===== src/rtl/gf2m8_vec_mul_gated_if.sv =====
// Bus bundle for the gated GF(2^8) scalar-by-vector multiplier bank.
// With GF2M8_XOR_PAIR_EN defined, the bundle also carries the second operand pair w/v.
interface gf2m8_vec_mul_gated_if #(
  parameter int unsigned N = 6
);
  logic           ena;
  logic [7:0]     x;
  logic [8*N-1:0] y;
  logic [8*N-1:0] z;
  logic           z_valid;
`ifdef GF2M8_XOR_PAIR_EN
  logic [7:0]     w;
  logic [8*N-1:0] v;

  modport master (output ena, x, y, w, v, input z, z_valid);
  modport slave  (input ena, x, y, w, v, output z, z_valid);
`else
  modport master (output ena, x, y, input z, z_valid);
  modport slave  (input ena, x, y, output z, z_valid);
`endif
endinterface


===== src/rtl/gf2m8_vec_mul_gated.sv =====
// Registered scalar-by-vector GF(2^8) multiplier bank (poly 0x11D) with clock-gated result regs.
// Define GF2M8_XOR_PAIR_EN to register (x*y_i) ^ (w*v_i) per lane instead of x*y_i.
module gf2m8_vec_mul_gated #(
  parameter int unsigned N = 6
) (
  input logic                   clk,
  input logic                   rstn,
  gf2m8_vec_mul_gated_if.slave  bus
);

  function automatic logic [7:0] gf_mul(input logic [7:0] a, input logic [7:0] b);
    logic [7:0] acc;
    logic [7:0] p;
    acc = 8'h00;
    p   = a;
    for (int i = 0; i < 8; i++) begin
      if (b[i]) acc = acc ^ p;
      // Multiply p by the field generator, folding x^8 back in as 0x1D.
      p = {p[6:0], 1'b0} ^ (p[7] ? 8'h1D : 8'h00);
    end
    return acc;
  endfunction

  logic           en_latch;
  logic           gclk;
  logic [8*N-1:0] prod;
  logic [8*N-1:0] z_d, z_q;
  logic           z_valid_d, z_valid_q;

  // Transparent-low latch keeps the gate enable stable while clk is high.
  always_latch begin
    if (!clk) en_latch <= bus.ena | ~rstn;
  end

  assign gclk = clk & en_latch;

  for (genvar i = 0; i < int'(N); i++) begin : g_lane
`ifdef GF2M8_XOR_PAIR_EN
    assign prod[8*i +: 8] = gf_mul(bus.x, bus.y[8*i +: 8]) ^ gf_mul(bus.w, bus.v[8*i +: 8]);
`else
    assign prod[8*i +: 8] = gf_mul(bus.x, bus.y[8*i +: 8]);
`endif
  end

  always_comb begin
    z_d       = z_q;
    z_valid_d = 1'b0;
    if (bus.ena) begin
      z_d       = prod;
      z_valid_d = 1'b1;
    end
  end

  always_ff @(posedge gclk) begin
    if (!rstn) z_q <= '0;
    else       z_q <= z_d;
  end

  // Valid is on the free-running clock so it can drop while the gate is closed.
  always_ff @(posedge clk) begin
    if (!rstn) z_valid_q <= 1'b0;
    else       z_valid_q <= z_valid_d;
  end

  assign bus.z       = z_q;
  assign bus.z_valid = z_valid_q;

endmodule


===== src/flat_wrapper.sv =====
// flat-port wrapper written by rule: the top's interface ports become plain ports
module gf2m8_vec_mul_gated_flat 
#(
  parameter int unsigned N = 6
)
  (clk, rstn, bus_ena, bus_x, bus_y, bus_z, bus_z_valid);
  gf2m8_vec_mul_gated_if #(.N(N)) bus_i ();
  input logic clk;
  input logic rstn;
  input wire logic [$bits(bus_i.ena)-1:0] bus_ena;
  input wire logic [$bits(bus_i.x)-1:0] bus_x;
  input wire logic [$bits(bus_i.y)-1:0] bus_y;
  output wire logic [$bits(bus_i.z)-1:0] bus_z;
  output wire logic [$bits(bus_i.z_valid)-1:0] bus_z_valid;
  assign bus_i.ena = bus_ena;
  assign bus_i.x = bus_x;
  assign bus_i.y = bus_y;
  assign bus_z = bus_i.z;
  assign bus_z_valid = bus_i.z_valid;
  gf2m8_vec_mul_gated #(.N(N)) u_core (.clk(clk), .rstn(rstn), .bus(bus_i));
endmodule

===== config.mk =====
export PLATFORM = sky130hd
export DESIGN_NAME = gf2m8_vec_mul_gated_flat
export DESIGN_NICKNAME = d
export VERILOG_FILES = /design/src/rtl/gf2m8_vec_mul_gated_if.sv /design/src/rtl/gf2m8_vec_mul_gated.sv /design/src/flat_wrapper.sv
export SDC_FILE = /design/constraint.sdc
export NUM_CORES = 1
export LEC_CHECK = 0
export BUFFER_PORTS_ARGS = -buffer_cell sky130_fd_sc_hd__buf_2
export CELL_PAD_IN_SITES_DETAIL_PLACEMENT = 1
export CELL_PAD_IN_SITES_GLOBAL_PLACEMENT = 2
export CORE_AREA = 2 2 154 141
export DETAILED_ROUTE_END_ITERATION = 12
export DIE_AREA = 0 0 156 143
export HOLD_SLACK_MARGIN = 0.12
export PLACE_DENSITY_LB_ADDON = 0.1
export SLEW_MARGIN = 0
export SYNTH_ARGS = -nofsm -noshare
export SYNTH_HDL_FRONTEND = slang
export SYNTH_SLANG_ARGS = --single-unit

===== constraint.sdc =====
create_clock -name clk -period 4.4 [get_ports clk]
set_clock_uncertainty 0.2 [all_clocks]
set_input_delay 0.44 -clock clk [delete_from_list [all_inputs] [get_ports clk]]
set_output_delay 0.44 -clock clk [all_outputs]
set_load 0.01 [all_outputs]

# == Word level (Yosys, flattened, before mapping) ==
# Cells that the tools add are included.
# word_totals
elab_cells,112
latchBits,1
inputBits,59
regBits,49
# op_classes
n_mux,57
n_bitwise,52
# op_table
op,n
$xor A8 B8 Y8,49
$mux W8,48
$mux W5,7
$mux W1,2
$and A1 B1 Y1,1
$not A1 Y1,1
$or A1 B1 Y1,1

# == Logic depth before layout (Yosys ltp) ==
# logic_depth
word_depth,16
mapped_depth,9

==> impl_metrics.env <==
export IMPL_final_common_cell="nand2_1"
export IMPL_p_sw_uw=1150
export IMPL_max_cap_violations=0
export IMPL_maxSlewViolCount=0
export IMPL_grt_pass1_vias=6751
export IMPL_ys_types=32
export IMPL_ant_nets=0
export IMPL_final_setup_viol_count=0
export IMPL_wire_per_inst_um=20.5
export IMPL_final_layout_size_suffix_gt1_share_pct=16.2
export IMPL_rsz0062_at_grt="no"
export IMPL_sequentialPowerShare_pct=16.3
export IMPL_nNetsFinal=1107
export IMPL_worst_setup_path_end_kind="clock gate"
export IMPL_critical_path_class="latch to clock gate"
export IMPL_final_util_pct=41.4
export IMPL_vdd_ir_drop_max_uv=391
export IMPL_syn_area_um2=7530
export IMPL_die_w_um=156
export IMPL_dieArea_um2=22300
export IMPL_gp_congestion=0.834
export IMPL_ioPinCount=108
export IMPL_drc_errors=0
export IMPL_setup_tns_ps=0
export IMPL_hold_path_class="input port to register"
export IMPL_multi_input_area_um2=6070
export IMPL_p_sw_share_pct=38.0
export IMPL_vias=6809
export IMPL_num_rows=50
export IMPL_clk_insertion_delay_late_ps=700
export IMPL_pwr_share_comb_pct=58.0
export IMPL_die_y_um=143
export IMPL_tightest_slew_ps=849
export IMPL_mostFrequentLayoutCells="nand2_1 (348), xnor2_1 (159), buf_2 (107), xor2_1 (66), xnor3_1 (52)"
export IMPL_drtIter0Drc=388
export IMPL_outcome="completed"
export IMPL_max_slew_margin_pct=43.2
export IMPL_coreArea_um2=20600
export IMPL_grt_start_max_net_pins=76
export IMPL_diodes=0
export IMPL_critPathRequiredTime_ps=4410
export IMPL_yosysWarnings=0
export IMPL_hpwlAfterDp_mm=19.3
export IMPL_p_int_uw=1880
export IMPL_crit_path_start_kind="latch"
export IMPL_r2r_cells=2
export IMPL_cp_depth=0
export IMPL_overflow=0
export IMPL_grt_usage_pct=24.3
export IMPL_seqCellArea_um2=996
export IMPL_tritoncts="yes"
export IMPL_port_buffers=107
export IMPL_post_cts_buffers=0
export IMPL_firstDrtPassIters=5
export IMPL_power_leakage_uw=0.00398
export IMPL_ys_seq_elements=50
export IMPL_syn_area_per_cell_um2=7.49
export IMPL_synth_fp_nets=1064
export IMPL_hold_violations=0
export IMPL_powerDensity_nw_per_um2=357
export IMPL_area_growth_pct=13.1
export IMPL_drt_total_wl_mm=26.9
export IMPL_whs_path_depth=5
export IMPL_viasPerCell=5.20
export IMPL_crit_start="u_core.en_latch$_DLATCH_N_"
export IMPL_stdcell_area_um2=8510
export IMPL_r2r_end="u_core.bus.z[29]$_SDFFE_PN0P_"
export IMPL_start_util_pct=36.6
export IMPL_antenna_found_initial=0
export IMPL_path_clk_slew_ps=70
export IMPL_synthCells=1005
export IMPL_placed_area_um2=8090
export IMPL_arrival_ps=3460
export IMPL_r2r_setup_slack_ps=3430
export IMPL_p_clk_share_pct=25.7
export IMPL_fill_cells=2572
export IMPL_r2r_start="u_core.bus.z[29]$_SDFFE_PN0P_"
export IMPL_cp_max_fo=1
export IMPL_grt_pass1_wl_mm=41.2
## routing by layer
layer / vias up / wire (um) / GRT usage, % / part of all wire, %
met3: 13 / 1150 / 2.76 / 4.3
met1: 3363 / 13500 / 35.6 / 50
li1: 3274 / - / - / -
met4: 0 / 180 / 4.15 / 0.67
met2: 159 / 12000 / 39.1 / 45
met5: - / 0 / 0 / 0
## power groups by stage
stage	logic, uW	clock network, uW	registers, uW
2_1_floorplan	1290	54.9	536
3_3_place_gp	1750	54.9	500
3_5_place_dp	1770	54.9	499
4_1_cts	1780	804	494
5_1_grt	1910	822	504
6_report	1760	781	494
## worst min path at each step
| stage | start | slack [ps] | endpoint |
|---|---|---|---|
| 6_report | bus_y[36] | 140 | u_core.bus.z[39]$_SDFFE_PN0P_ |
| 5_1_grt | bus_y[36] | 160 | u_core.bus.z[39]$_SDFFE_PN0P_ |
| 4_1_cts | bus_y[31] | 130 | u_core.bus.z[25]$_SDFFE_PN0P_ |
| 3_5_place_dp | u_core.en_latch$_DLATCH_N_ | 30 | clock gate |
| 3_3_place_gp | u_core.en_latch$_DLATCH_N_ | 30 | clock gate |
| 2_1_floorplan | u_core.en_latch$_DLATCH_N_ | 30 | clock gate |
## final cells by class
cell class	count	area share (%)
multi-input cells	849	71.3
clock inverters	2	0.411
repair buffers	130	8.41
clock buffers	16	4.20
flip-flops and latches	50	11.7
well taps	260	3.82
inverters	3	0.132
## registers in the layout, indices dropped and copies added (netlist names)
name / cells
u_core.bus.z_valid: 1
u_core.en_latch: 1
u_core.bus.z: 48
## Yosys cell counts, drive strengths merged
master | number | area share [%]
a211oi | 29 | 2.9
a21oi | 37 | 2.5
a22oi | 14 | 1.4
and2 | 1 | 0.083
buf | 46 | 3.3
clkbuf | 57 | 2.8
dfxtp | 49 | 13
dlxtn | 1 | 0.20
inv | 3 | 0.15
mux2 | 16 | 2.4
mux2i | 16 | 2.1
nand2 | 348 | 17
nand2b | 9 | 0.75
nor2 | 33 | 1.6
nor2b | 11 | 0.91
nor3 | 11 | 0.73
nor3b | 6 | 0.60
nor4 | 6 | 0.50
o21ai | 19 | 1.3
o22ai | 2 | 0.17
or2 | 3 | 0.25
xnor2 | 160 | 19
xnor3 | 52 | 16
xor2 | 72 | 9.5
xor3 | 4 | 1.3
## logic make-up after synthesis
family	count (synthesis)	synth area share (%)
flip-flops	49	13.0
XOR/XNOR	288	45.0
buffers and inverters	106	6.28
multiplexers	32	4.52
AND/OR/NAND/NOR	428	22.8
AO/OA/AOI/OAI	101	8.18
latches	1	0.199
## timing repair
| action | 4_1_cts | 5_1_grt |
|---|---|---|
| hold endpoints to repair | 20 | 0 |
| resized for setup | 0 | 0 |
| hold buffers | 3 | 0 |
## metrics by stage
stage	worst slack, ps	power [uW]	std cells	hold WS [ps]
after floorplan	803	1880	1005	25.7
after global placement	1110	2300	1289	30.0
after detailed placement	1100	2320	1289	28.7
after CTS	956	3080	1310	127
after global routing	942	3230	1310	157
final	942	3040	1310	143
Note: power is estimated with default switching activity, not from simulation.
